--- config.mk ---
export PLATFORM = sky130hd
export DESIGN_NAME = ft245_tx_arbiter_flat
export DESIGN_NICKNAME = d
export VERILOG_FILES = /design/src/rtl/ft245_tx_arbiter_if.sv /design/src/rtl/ft245_tx_arbiter.sv /design/src/flat_wrapper.sv
export SDC_FILE = /design/constraint.sdc
export NUM_CORES = 1
export LEC_CHECK = 0
export CORE_ASPECT_RATIO = 1.5
export CORE_MARGIN = 2
export CORE_UTILIZATION = 35
export CTS_CLUSTER_DIAMETER = 40
export CTS_CLUSTER_SIZE = 8
export DETAILED_ROUTE_END_ITERATION = 10
export GPL_ROUTABILITY_DRIVEN = 0
export SLEW_MARGIN = 40
export SYNTH_ARGS = -nofsm -noshare
export SYNTH_HDL_FRONTEND = slang
export SYNTH_SLANG_ARGS = --single-unit
--- constraint.sdc ---
create_clock -name CLK -period 1.9 [get_ports CLK]
set_input_delay 0.285 -clock CLK [delete_from_list [all_inputs] [get_ports CLK]]
set_output_delay 0.285 -clock CLK [all_outputs]
set_load 0.02 [all_outputs]
--- src/rtl/ft245_tx_arbiter_if.sv ---
// Request/grant and engine-write bundle between byte sources, the arbiter and the FT245 byte engine.
// The master side is the arbiter; the slave side is the sources plus the engine.
interface ft245_tx_arbiter_if #(
  parameter int N_REQ = 2
);
  logic [N_REQ-1:0]   REQ;
  logic [N_REQ-1:0]   REQ_LAST;
  logic [8*N_REQ-1:0] REQ_DATA;
  logic [N_REQ-1:0]   ACK;
  logic [N_REQ-1:0]   GNT;
  logic               FT_TXEN;
  logic [7:0]         FT_TX_DATA;
  logic               FT_TX_DONE;
  logic               ERR_CLR;
  logic               TIMEOUT_ERR;

  modport master (
    input  REQ, REQ_LAST, REQ_DATA, FT_TX_DONE, ERR_CLR,
    output ACK, GNT, FT_TXEN, FT_TX_DATA, TIMEOUT_ERR
  );

  modport slave (
    output REQ, REQ_LAST, REQ_DATA, FT_TX_DONE, ERR_CLR,
    input  ACK, GNT, FT_TXEN, FT_TX_DATA, TIMEOUT_ERR
  );
endinterface

--- src/rtl/ft245_tx_arbiter.sv ---
// Round-robin, packet-locked arbiter feeding one FT245 write per accepted byte; ACK/TXEN one cycle after REQ.
// Sources are held off (no ACK) while a byte is in flight; a stalled engine only raises sticky TIMEOUT_ERR.
module ft245_tx_arbiter #(
  parameter int          N_REQ         = 2,
  parameter logic [15:0] TIMEOUT_TICKS = 16'd50000
) (
  input logic                CLK,
  input logic                RST,
  ft245_tx_arbiter_if.master bus
);

  localparam int PW = (N_REQ > 1) ? $clog2(N_REQ) : 1;

  if (N_REQ < 2 || N_REQ > 4) begin : g_bad_n_req
    $error("ft245_tx_arbiter: N_REQ must be in 2..4");
  end

  typedef enum logic {IDLE, SEND} state_t;

  state_t            state_q, state_d;
  logic [PW-1:0]     ptr_q;
  logic [PW-1:0]     owner_q;
  logic              locked_q;
  logic              lastf_q;
  logic [15:0]       wd_q;
  logic              wd_hit_q;
  logic [N_REQ-1:0]  gnt_q;
  logic [N_REQ-1:0]  ack_q;
  logic [7:0]        data_q;
  logic              err_q;

  logic              win_vld;
  logic [PW-1:0]     win_idx;
  logic [N_REQ-1:0]  win_oh;
  logic              take;

  function automatic logic [PW-1:0] rr_idx(input logic [PW-1:0] base, input int off);
    int s;
    s = int'(base) + off;
    if (s >= N_REQ) s = s - N_REQ;
    return s[PW-1:0];
  endfunction

  // Scan from the highest offset down so the lowest offset from PTR is the last writer.
  always_comb begin
    win_vld = 1'b0;
    win_idx = '0;
    if (locked_q) begin
      win_idx = owner_q;
      win_vld = bus.REQ[owner_q];
    end else begin
      for (int i = N_REQ - 1; i >= 0; i--) begin
        if (bus.REQ[rr_idx(ptr_q, i)]) begin
          win_vld = 1'b1;
          win_idx = rr_idx(ptr_q, i);
        end
      end
    end
    win_oh          = '0;
    win_oh[win_idx] = 1'b1;
  end

  assign take = (state_q == IDLE) && win_vld;

  always_ff @(posedge CLK or negedge RST) begin
    if (!RST) state_q <= IDLE;
    else      state_q <= state_d;
  end

  always_comb begin
    state_d = state_q;
    case (state_q)
      IDLE:    if (win_vld) state_d = SEND;
      SEND:    if (bus.FT_TX_DONE) state_d = IDLE;
      default: state_d = IDLE;
    endcase
  end

  always_ff @(posedge CLK or negedge RST) begin
    if (!RST) begin
      ptr_q    <= '0;
      owner_q  <= '0;
      locked_q <= 1'b0;
      lastf_q  <= 1'b0;
      wd_q     <= '0;
      wd_hit_q <= 1'b0;
      gnt_q    <= '0;
      ack_q    <= '0;
      data_q   <= 8'h00;
    end else begin
      ack_q    <= '0;
      wd_hit_q <= (state_q == SEND) && (wd_q == TIMEOUT_TICKS - 16'd1);
      if (take) begin
        ack_q    <= win_oh;
        gnt_q    <= win_oh;
        owner_q  <= win_idx;
        locked_q <= 1'b1;
        data_q   <= bus.REQ_DATA[int'(win_idx)*8 +: 8];
        lastf_q  <= bus.REQ_LAST[win_idx];
        wd_q     <= '0;
      end
      if (state_q == SEND) begin
        if (wd_q != TIMEOUT_TICKS) wd_q <= wd_q + 16'd1;
        if (bus.FT_TX_DONE && lastf_q) begin
          locked_q <= 1'b0;
          gnt_q    <= '0;
          ptr_q    <= rr_idx(owner_q, 1);
        end
      end
    end
  end

  // wd_hit_q fires once when the watchdog reaches its limit, so a later clear sticks.
  always_ff @(posedge CLK or negedge RST) begin
    if (!RST)              err_q <= 1'b0;
    else if (wd_hit_q)     err_q <= 1'b1;
    else if (bus.ERR_CLR)  err_q <= 1'b0;
  end

  assign bus.ACK         = ack_q;
  assign bus.GNT         = gnt_q;
  assign bus.FT_TX_DATA  = data_q;
  assign bus.FT_TXEN     = (state_q == SEND) && !bus.FT_TX_DONE;
  assign bus.TIMEOUT_ERR = err_q;

endmodule

--- src/flat_wrapper.sv ---
// flat-port wrapper written by rule: the top's interface ports become plain ports
module ft245_tx_arbiter_flat 
#(
  parameter int          N_REQ         = 2,
  parameter logic [15:0] TIMEOUT_TICKS = 16'd50000
)
  (CLK, RST, bus_REQ, bus_REQ_LAST, bus_REQ_DATA, bus_FT_TX_DONE, bus_ERR_CLR, bus_ACK, bus_GNT, bus_FT_TXEN, bus_FT_TX_DATA, bus_TIMEOUT_ERR);
  ft245_tx_arbiter_if #(.N_REQ(N_REQ)) bus_i ();
  input logic CLK;
  input logic RST;
  input wire logic [$bits(bus_i.REQ)-1:0] bus_REQ;
  input wire logic [$bits(bus_i.REQ_LAST)-1:0] bus_REQ_LAST;
  input wire logic [$bits(bus_i.REQ_DATA)-1:0] bus_REQ_DATA;
  input wire logic [$bits(bus_i.FT_TX_DONE)-1:0] bus_FT_TX_DONE;
  input wire logic [$bits(bus_i.ERR_CLR)-1:0] bus_ERR_CLR;
  output wire logic [$bits(bus_i.ACK)-1:0] bus_ACK;
  output wire logic [$bits(bus_i.GNT)-1:0] bus_GNT;
  output wire logic [$bits(bus_i.FT_TXEN)-1:0] bus_FT_TXEN;
  output wire logic [$bits(bus_i.FT_TX_DATA)-1:0] bus_FT_TX_DATA;
  output wire logic [$bits(bus_i.TIMEOUT_ERR)-1:0] bus_TIMEOUT_ERR;
  assign bus_i.REQ = bus_REQ;
  assign bus_i.REQ_LAST = bus_REQ_LAST;
  assign bus_i.REQ_DATA = bus_REQ_DATA;
  assign bus_i.FT_TX_DONE = bus_FT_TX_DONE;
  assign bus_i.ERR_CLR = bus_ERR_CLR;
  assign bus_ACK = bus_i.ACK;
  assign bus_GNT = bus_i.GNT;
  assign bus_FT_TXEN = bus_i.FT_TXEN;
  assign bus_FT_TX_DATA = bus_i.FT_TX_DATA;
  assign bus_TIMEOUT_ERR = bus_i.TIMEOUT_ERR;
  ft245_tx_arbiter #(.N_REQ(N_REQ), .TIMEOUT_TICKS(TIMEOUT_TICKS)) u_core (.CLK(CLK), .RST(RST), .bus(bus_i));
endmodule
==> metrics.md <==
| Metric | Value |
|---|---|
| Clock Sinks | 35 |
| Syn_nets | 184 |
| Synth warnings | 0 |
| Clock-pin transition on the worst setup and hold timing paths | 0.07 ns |
| Synthesized area | 1650 um^2 |
| Final Cycle Share | 94.4% |
| H-tree depth | 2 |
| Clk Latency, worst-skew pair | 0.29 ns |
| Syn Area/Cell | 10.4 um^2 |
| Area Growth Syn to Fin | 34.2% |
| Area of placed instances | 2120 um^2 |
| Worst slew pin tran | 0.437 ns |
| Detailed Place HPWL | 2.77 mm |
| Critical Path AT | 1.97 ns |
| PwrDens | 1320 nW/um^2 |
| Final antenna-violating net count | 0 |
| Share of the synthesized area in the top cell type | 53.2% |
| Die width | 60.0 um |
| Fin cells | 266 |
| IO Port Bufs | 37 |
| FF+latch count, synth | 35 |
| CP Max Fanout | 4 |
| RSZ-0062 raised after global routing | no |
| Via Count | 1344 |
| Postcts setup bufs | 0 |
| Post-synth EDFFs | 0 |
| Minimum clock period | 1.79 ns |
| Synthesized instance count | 158 |
| Grt ovf | 0 |
| Final WS setup | 0.106 ns |
| # DRC | 0 |
| Met1 WL | 1.45 mm |
| Design Area, Final | 2210 um^2 |
| Placed cells | 259 |
| Crit end category | register |
| Via density | 5.05 |
| Top cells by area, synth | dfrtp_1, mux2i_1, nand2_1 |
| Die Ht | 88.0 um |
| Peak VDD IR | 0.577 mV |
| Iteration-0 DRC Markers | 26 |
| FFs w/ async S/R, synth | 100% |
| CORE AREA | 4540 um^2 |
| Fin nets | 228 |
| DRT Pass-1 Iters | 4 |
| Seq/Total Area, Yosys | 53.2% |
| DR WL met3 | 209 um |
| Final Skew | 0.00644 ns |
| Critical path class | register to register |
| Most common cell after layout, fill and taps aside | clkdlybuf4s50_1 |
| Top layer in use | met4 |
| WHS | 0.414 ns |
| Highest clock rate | 0.558 GHz |
| Critical path required time | 2.08 ns |
| # diodes | 0 |
| Max-slew headroom | 70.9% |
| First-pass GRT wire length | 5.96 mm |
| Yosys top cell by area | dfrtp_1 |
| Setup TNS | 0 ns |
| Final Max Slew Viols | 0 |
| Initial antenna violation count | 0 |
| Initial Utilization | 36.3% |
| MaxCap Viol Count | 0 |
| Count of final setup violators | 0 |
| I/O pin cnt | 38 |
| Most frequent cells in the layout | clkdlybuf4s50_1, dfrtp_1, nand2_1 |
| Core Util, Final | 48.7% |
| Site Rows | 30 |
| Worst Setup Start Kind | register |
| Total track usage | 15.0% |
| Cts bufs inserted | 5 |
| DIE AREA | 5280 um^2 |
| Main synth FF type | dfrtp_1 |
| Layout cells sized above 1 | 9.90% |
| Number of global-route vias before repair | 1363 |
| Distinct cells, synth | 37 |
| DP Worst Slack | 0.0966 ns |
| DR WL/cell | 13.7 um |
| CTS tree | done |
| Final Hold Violating Endpoints | 0 |
| Leakage power | 1.01 nW |
| Outcome | completed |
| Clock Path Buffers | 2 |
| Post-Route WL | 3.64 mm |
| Root buf cell | clkbuf_8 |
| Pwr Total | 2.93 mW |
| Worst hold path class | input pin to asynchronous set/reset pin |
| FF-to-FF path depth | 4 |
| Met2 wire length | 1.92 mm |
| Largest net degree at the start of global routing | 36 |
-- Yosys cell counts (2+ instances only) --
cell / count
o31ai_1: 3
and3_1: 2
nor3_1: 2
nor2b_1: 2
nand2_1: 21
mux2i_1: 13
o211ai_1: 2
inv_1: 3
dfrtp_1: 35
nand3_1: 6
xnor2_1: 3
xor2_1: 5
o21ai_0: 13
nand4_1: 7
ha_1: 2
clkbuf_1: 3
nor2_1: 16
-- per-layer routing --
metal	track usage, %	vias to the layer above
met5	0	-
met4	6.06	0
met3	3.69	6
met2	28.2	38
met1	15.4	658
li1	-	642
-- repair_timing --
action / CTS / global route
gates resized for setup: 2 / 0
endpoints found under the setup margin: 1 / 0
hold buffers: 0 / 0
-- sequential cells by signal, summed over array words and instances (netlist names) --
| signal | cells |
|---|---|
| u_core.wd_hit_q | 1 |
| u_core.lastf_q | 1 |
| u_core.bus.GNT | 2 |
| u_core.ptr_q | 1 |
| u_core.owner_q | 1 |
| u_core.bus.FT_TX_DATA | 8 |
| u_core.locked_q | 1 |
| u_core.bus.ACK | 2 |
| u_core.state_q | 1 |
| u_core.wd_q | 16 |
| u_core.bus.TIMEOUT_ERR | 1 |
-- final timing paths --
path,from,to,slack (ns)
min reg2reg,u_core.wd_hit_q,u_core.bus.TIMEOUT_ERR,0.42
min,RST,u_core.bus.FT_TX_DATA[0],0.41
max reg2reg,u_core.wd_q[8],u_core.wd_q[1],0.11
min in group CLK,u_core.wd_hit_q,u_core.bus.TIMEOUT_ERR,0.42
max,u_core.wd_q[8],u_core.wd_q[1],0.11
max in group asynchronous,RST,u_core.state_q,1.16
-- power by group --
group	total (mW)	switching (mW)	internal, mW
clock network	0.536	0.252	0.284
registers	1.14	0.176	0.959
logic	1.26	0.628	0.628
total	2.93	1.06	1.87
-- critical path, stage by stage, from the launching register on --
cell,delay (ns)
dfrtp_1,0.39
nand4_1,0.11
or4b_4,0.56
o31ai_4,0.31
mux2_4,0.32
-- final cells by class --
cell class	instances	area, um^2
Fill cell	419	2330
Sequential cell	35	877
Multi-Input combinational cell	114	729
Timing Repair Buffer	43	427
Clock buffer	6	82.6
Tap cell	64	80.1
Inverter	3	11.3
Clock inverter	1	5.00
-- cell families after synthesis --
kind of cell	after synthesis	share of synthesized area [%]
adders and majority gates	2	1.52
and+or+nand+nor	67	20.3
xor gates and xnor gates	8	4.25
buffers and inverters	9	2.58
DFF	35	53.2
AOI/OAI and AO/OA	23	9.42
muxes	14	8.81
Note: power is estimated with default switching activity, not from simulation.
